$ cat config.mk
export PLATFORM = sky130hd
export DESIGN_NAME = ble6_cfg_lut
export DESIGN_NICKNAME = d
export VERILOG_FILES = /design/src/rtl/ble6_cfg_lut_pkg.sv /design/src/rtl/ble6_cfg_shift_reg.sv /design/src/rtl/ble6_cfg_lut.sv
export SDC_FILE = /design/constraint.sdc
export NUM_CORES = 1
export LEC_CHECK = 0
export CAP_MARGIN = 0
export CORE_MARGIN = 2
export CORE_UTILIZATION = 30
export DETAILED_ROUTE_END_ITERATION = 16
export SKIP_LAST_GASP = 1
export SLEW_MARGIN = 0
export SYNTH_ARGS = -nofsm -noshare
export SYNTH_HDL_FRONTEND = slang
export SYNTH_SLANG_ARGS = --single-unit
$ cat constraint.sdc
create_clock -name clk -period 7.3 [get_ports clk]
set_input_delay 1.825 -clock clk [delete_from_list [all_inputs] [get_ports clk]]
set_output_delay 1.825 -clock clk [all_outputs]
set_load 0.02 [all_outputs]
$ cat src/rtl/ble6_cfg_lut_pkg.sv
// Shared definitions for the serially configured 6-input LUT basic logic element:
// configuration FSM states, default LUT size and configuration frame length.
package ble6_cfg_lut_pkg;

   localparam int LUT_K_DEFAULT = 6;

   typedef enum logic [1:0] {
      IDLE  = 2'd0,
      LOAD  = 2'd1,
      ARMED = 2'd2
   } cfg_state_e;

   // Frame = full truth table plus the BLE output-select bit on top.
   function automatic int cfg_bits_f(input int lut_k);
      return (1 << lut_k) + 1;
   endfunction

endpackage

$ cat src/rtl/ble6_cfg_shift_reg.sv
// Configuration SRAM as a serial shift chain; the top bit leaves on cfg_tail
// so several BLEs can be daisy-chained on one configuration line.
module ble6_cfg_shift_reg
   import ble6_cfg_lut_pkg::*;
#(
   parameter int CFG_BITS = cfg_bits_f(LUT_K_DEFAULT)
) (
   input  logic                clk,
   input  logic                reset,
   input  logic                shift_en,
   input  logic                din,
   output logic [CFG_BITS-1:0] sram,
   output logic                tail
);

   logic [CFG_BITS-1:0] sram_q;
   logic [CFG_BITS-1:0] sram_d;

   always_comb begin
      sram_d = sram_q;
      if (shift_en) begin
         sram_d = {sram_q[CFG_BITS-2:0], din};
      end
   end

   // NOTE: the configuration store is reset like any other flop, so a reset
   // part-way through a load can never leave a half-written table active.
   always_ff @(posedge clk or posedge reset) begin
      if (reset) begin
         sram_q <= '0;
      end else begin
         // NOTE: non-blocking so every stage samples its neighbour's old value.
         sram_q <= sram_d;
      end
   end

   assign sram = sram_q;
   assign tail = sram_q[CFG_BITS-1];

endmodule

$ cat src/rtl/ble6_cfg_lut.sv
// Serially configured K-input LUT for one BLE: frame-tracking FSM, saturating
// bit counter and the truth-table read mux around the configuration shift chain.
module ble6_cfg_lut
   import ble6_cfg_lut_pkg::*;
#(
   parameter int LUT_K    = LUT_K_DEFAULT,
   parameter int CFG_BITS = cfg_bits_f(LUT_K)
) (
   input  logic             clk,
   input  logic             reset,
   input  logic             cfg_en,
   input  logic             cfg_head,
   output logic             cfg_tail,
   input  logic [LUT_K-1:0] lut_in,
   output logic             lut_out,
   output logic             ble_out_sel,
   output logic             cfg_done,
   output logic             cfg_err
);

   localparam int CNT_W    = $clog2(CFG_BITS) + 1;
   localparam int TABLE_SZ = 1 << LUT_K;

   logic [CFG_BITS-1:0] sram;
   logic [TABLE_SZ-1:0] lut_table;

   cfg_state_e       state_q, state_d;
   logic [CNT_W-1:0] cnt_q, cnt_d;
   logic             done_q, done_d;
   logic             err_q, err_d;

   ble6_cfg_shift_reg #(
      .CFG_BITS (CFG_BITS)
   ) u_shift_reg (
      .clk      (clk),
      .reset    (reset),
      .shift_en (cfg_en),
      .din      (cfg_head),
      .sram     (sram),
      .tail     (cfg_tail)
   );

   always_comb begin
      state_d = state_q;
      cnt_d   = cnt_q;
      done_d  = done_q;
      err_d   = err_q;
      if (cfg_en) begin
         if (state_q != LOAD) begin
            // The entering cycle already shifts, so the count starts at one.
            state_d = LOAD;
            cnt_d   = CNT_W'(1);
            done_d  = 1'b0;
            err_d   = 1'b0;
         end else if (cnt_q < CNT_W'(CFG_BITS)) begin
            cnt_d = cnt_q + CNT_W'(1);
         end
      end else if (state_q == LOAD) begin
         if (cnt_q == CNT_W'(CFG_BITS)) begin
            state_d = ARMED;
            done_d  = 1'b1;
         end else begin
            state_d = IDLE;
            err_d   = 1'b1;
         end
      end
   end

   always_ff @(posedge clk or posedge reset) begin
      if (reset) begin
         state_q <= IDLE;
         cnt_q   <= '0;
         done_q  <= 1'b0;
         err_q   <= 1'b0;
      end else begin
         state_q <= state_d;
         cnt_q   <= cnt_d;
         done_q  <= done_d;
         err_q   <= err_d;
      end
   end

   // Outputs stay quiet until a complete frame is armed.
   assign lut_table   = sram[TABLE_SZ-1:0];
   assign lut_out     = (state_q == ARMED) ? lut_table[lut_in] : 1'b0;
   assign ble_out_sel = (state_q == ARMED) ? sram[CFG_BITS-1] : 1'b0;
   assign cfg_done    = done_q;
   assign cfg_err     = err_q;

endmodule

Word level (Yosys, flattened, before mapping)
Index checks and enable logic that the tools add are counted.
{"block": "totals", "reg_bits": 77, "word_cells": 38}
{"block": "classes", "addsub": 1, "order_cmp": 2, "eq_ne": 6, "mux": 17, "n_reduce_logical": 7}
{"cell": "2-to-1 mux 8 bit", "count": 2}
{"cell": "2-to-1 mux 1 bit", "count": 10}
{"cell": "adder 8 x 1 -> 8 bit, second input constant", "count": 1}
{"cell": "equality test 8 x 7 -> 1 bit, second input constant", "count": 1}
{"cell": "< comparator 8 x 7 -> 1 bit, second input constant", "count": 1}
{"cell": "2-to-1 mux 2 bit", "count": 4}
{"cell": "< comparator 6 x 7 -> 1 bit, second input constant", "count": 1}
{"cell": "binary-select mux 1 bit (select 6 bit)", "count": 1}
{"cell": "AND reduction 3 bit", "count": 2}
{"cell": "nonzero test 2 bit", "count": 3}
{"cell": "!= test 2 x 1 -> 1 bit, second input constant", "count": 2}
{"cell": "AND reduction 2 bit", "count": 2}
{"cell": "equality test 2 x 1 -> 1 bit, second input constant", "count": 1}
{"cell": "equality test 2 bit, second input constant", "count": 1}
{"cell": "!= test 2 bit, second input constant", "count": 1}

Logic depth before layout (Yosys ltp)
Gate-level depths: netlist (run 1).
{"block": "depth", "word_depth": 4, "ltp_mapped": 7, "depth_no_buf": 6}

Hierarchy
From an unflattened synthesis (run 1), not the netlist that was laid out.
{"block": "hier_totals", "cells_unflattened": 252, "hier_area_um2": 3857.4}
{"module": "ble6_cfg_shift_reg", "instances": 1, "cells_each": 139, "area_per_inst_um2": 2630.0, "seq_area_each_um2": 1626.6}
{"module": "ble6_cfg_lut", "instances": 1, "cells_each": 113, "area_per_inst_um2": 1227.4, "seq_area_each_um2": 300.3}

Worst setup path before layout (run 1)
No wires, ideal clock.
{"block": "synth_timing", "path_kind": "input -> output", "startpoint": "in lut_in[2]", "endpoint": "out lut_out", "arrival_time_ns": 3.160, "t_required_ns": 5.475, "path_slack_ns": 2.315, "path_stages": 6, "n_path_buf": 2, "path_cell_list": "buf_2 -> clkbuf_1 -> a2111oi_1 -> nor4_2 -> nor3_1 -> o41ai_2"}
{"block": "synth_between", "elab_chain_len": 3}
{"element": "start, declared", "line_no": "ble6_cfg_lut.sv:14", "text": "input logic [LUT_K-1:0] lut_in,"}
{"element": "binary-select mux 1 bit (select 6 bit)", "line_no": "ble6_cfg_lut.sv:85", "text": "assign lut_out = (state_q == ARMED) ? lut_table[lut_in] : 1'b0;"}
{"element": "2-to-1 mux 1 bit (not written as such)", "line_no": "ble6_cfg_lut.sv:85"}
{"element": "2-to-1 mux 1 bit", "line_no": "ble6_cfg_lut.sv:85"}
{"element": "end, declared", "line_no": "ble6_cfg_lut.sv:15", "text": "output logic lut_out,"}
No other way between the ends. The select of a mux whose other input is x is not followed.

Final worst setup path (run 1)
{"block": "layout_timing", "startpoint": "in lut_in[1]", "endpoint": "out lut_out"}
The elaborated chain is that of the path after synthesis.

==> results.yml, run 1 <==
cells_and_area:
  utilization: 0.356
  syn2layout_area_growth_pct: 15.5
  drive_gt1_frac: 0.358
  fin_nets: 291
  diodes: 0
power:
  p_total_w: 0.00128
  swShare: 0.265
  p_seq_frac: 0.456
  p_leak_nw: 1.93
  peakVddDrop_mv: 0.135
  power_density_mw_per_mm2: 300
  p_sw_w: 0.000340
  clkPwrFrac: 0.365
  p_comb_frac: 0.180
  p_int_w: 0.000942
placement:
  dp_hpwl_mm: 4.18
  preCtsSetupSlack_ns: 0.936
  gp_congestion: 0.713
  portBuffers: 14
synthesis:
  netlist.area_leader.share: 0.520
  synth.mux.area_fraction: 0.305
  yosysSeqAreaShare: 0.520
  synthXorXnorAreaFrac: 0.00946
  synth_top_family_by_area: "multiplexers"
  postSynthCellCount: 264
  ys_types: 43
  synthSimpleGateAreaFrac: 0.0733
  synth_edf_count: 0
  syn-cell-area_sq_mm: 0.00370
  synthAdderAreaFrac: 0.0135
  synthTopCellsByArea: "dfrtp_1, mux2_2, mux4_1, mux4_2, mux2i_1"
  syn_nets: 278
  yosys_register_bits: 77
  yosysWarnings: 0
  synth_area_leader_cell: "dfrtp_1"
  synth-main-ff-cell: "dfrtp_1"
  async_reset_ff_frac: 1.00
  synth_compound_area_frac: 0.0470
  avgSynthCellArea_sq_um: 14.0
detailed_routing:
  drt_iter0_markers: 203
  drc: 0
  routedWlPerCell_um: 14.7
  drt_wl_total_mm: 6.31
  postRouteAntennaNets: 0
  dr.pass1.iters: 4
  avgViaCountPerCell: 4.84
  vias: 2075
global_routing:
  antenna_found_initial: 0
  grt_overflow: 0
  grt_max_degree: 78
  grt_use_total: 0.105
  grt_pass1_wl_mm: 10.8
  grt_pass1_vias: 2090
die:
  dieArea_sq_mm: 0.0132
  std_cell_rows: 40
  dieWidth_um: 115
  start_util: 0.308
  ios: 15
  core_sq_mm: 0.0120
  fp.dieH_um: 115
timing:
  report.final.slew_viol_count: 0
  slew_headroom: 0.363
  final.setup.tns_ns: 0
  setup_ws_ns: 0.975
  rsz0062_at_grt: "no"
  worstMarginPinSlew_ns: 0.955
  clock_skew_ns: 0.00334
  fmax_mhz: 158
  hold_viol: 0
  finalSetupViolCount: 0
  post-route-period-util: 0.866
  hold_ws_ns: 0.510
  min_period_ns: 6.32
worst_setup_path:
  critPathMaxFanout: 12
  slowest_delay_ns: 0.80
  start_kind: "primary input"
  crit_path_top_delay_cell: "clkdlybuf4s50_1"
  arrival_ns: 4.50
  worst_setup_path_end_kind: "output port"
  cp_num_cells: 8
  cp_cell_sequence: "clkdlybuf4s50_1, buf_4, mux4_1, a21oi_1, nand4_1, nand4_1, o41ai_2, clkdlybuf4s50_1"
  critPathTopFamily: "buffers and inverters"
  critPathBufInv: 3
  r2r_cells: 5
  crit_type: "in2out"
  cp.required_ns: 5.48
cts:
  clk_pin_slew_ns: 0.06
  cts-buffers-inserted: 9
  clock_sinks: 77
  clk-insertion-delay-late_ns: 0.34
  cts_tree: "yes"
  ctsResizeCount: 0
  htreeDepth: 3
  cts_setup_buffers: 0
  postCtsHoldBufs: 0
  clk_path_buf_depth: 2
  cts-root-buf: "clkbuf_16"
worst_hold_path:
  hold_class: "reg2reg"
  holdPathStages: 1
outcome:
  outcome: "complete, no violations"
job:
  cap_viol_max_count: 0
==> flip-flops by register name, indices dropped and copies added, names as in the netlist <==
register	count
u_shift_reg.sram	65
state_q	2
cfg_err	1
cnt_q	8
cfg_done	1
==> cell usage after synthesis (all sizes together), types with 2 or more instances <==
master and n:
a2111oi 3, a211oi 2, a21oi 4, and2 2
and3 3, buf 8, clkbuf 7, dfrtp 77
ha 4, inv 9, mux2 69, mux2i 6
mux4 12, nand2 6, nand2b 2, nand3 4
nand3b 2, nand4 2, nor2 12, nor2b 5
nor3b 3, nor4 2, o21ai 3, o22ai 2
xnor2 3
==> final timing paths <==
path                           start              endpoint  slack, ns
max                        lut_in[1]               lut_out       0.98
min                         cnt_q[7]              cnt_q[7]       0.51
max reg2reg                 cnt_q[3]              cnt_q[5]       5.62
min reg2reg                 cnt_q[7]              cnt_q[7]       0.51
max in group asynchronous      reset  u_shift_reg.sram[20]       4.57
min in group asynchronous      reset  u_shift_reg.sram[23]       2.09
==> cell families after synthesis <==
| group | after synthesis |
|---|---|
| buf+inv | 24 |
| xor+xnor | 4 |
| mux | 87 |
| compound gates | 21 |
| fa+ha+maj | 4 |
| flops | 77 |
| simple gates | 47 |
==> placed cells by master, fill, tap and decap left out, drive strengths merged, types with 4 or more instances in the layout <==
cell and instances:
nor2 12, clkbuf 9, nand3 4, clkdlybuf4s50 13, a21oi 4, inv 9, ha 4, dfrtp 77
buf 4, nand2 6, mux4 12, mux2 69, nor2b 5, mux2i 6
==> metal layers <==
layer,vias up,global-route usage,wire length (um)
li1,1001,-,-
met1,1030,0.141,3080
met2,34,0.153,2820
met3,10,0.0327,256
met4,0,0.0546,153
met5,-,0,0
==> per-stage QoR <==
step | cell area [sq um] | instances
2_1_floorplan | 3700 | 264
3_3_place_gp | 3960 | 413
3_5_place_dp | 3960 | 413
4_1_cts | 4280 | 429
5_1_grt | 4280 | 429
6_report | 4280 | 429
==> layout make-up <==
type | instances | area, sq um
Timing Repair Buffer | 17 | 158
Multi-Input combinational cell | 163 | 1660
Sequential cell | 77 | 1930
Fill cell | 1152 | 7730
Tap cell | 147 | 184
Clock buffer | 9 | 225
Clock inverter | 7 | 90.1
Inverter | 9 | 33.8
==> power groups by stage <==
stage | clock network [W] | registers (W) | logic, W
finish | 0.000467 | 0.000584 | 0.000231
global route | 0.000499 | 0.000596 | 0.000257
CTS | 0.000481 | 0.000584 | 0.000235
detailed placement | 0 | 0.000592 | 0.000234
global placement | 0 | 0.000590 | 0.000227
floorplan | 0 | 0.000570 | 0.000183
Note: power is estimated with default switching activity, not from simulation.
==> run 2: changes to the inputs <==
Settings changed: SLEW_MARGIN 0 to 10.
==> results of run 2 <==
Same layout as run 1: the final DEF is identical, and so are final timing and power.
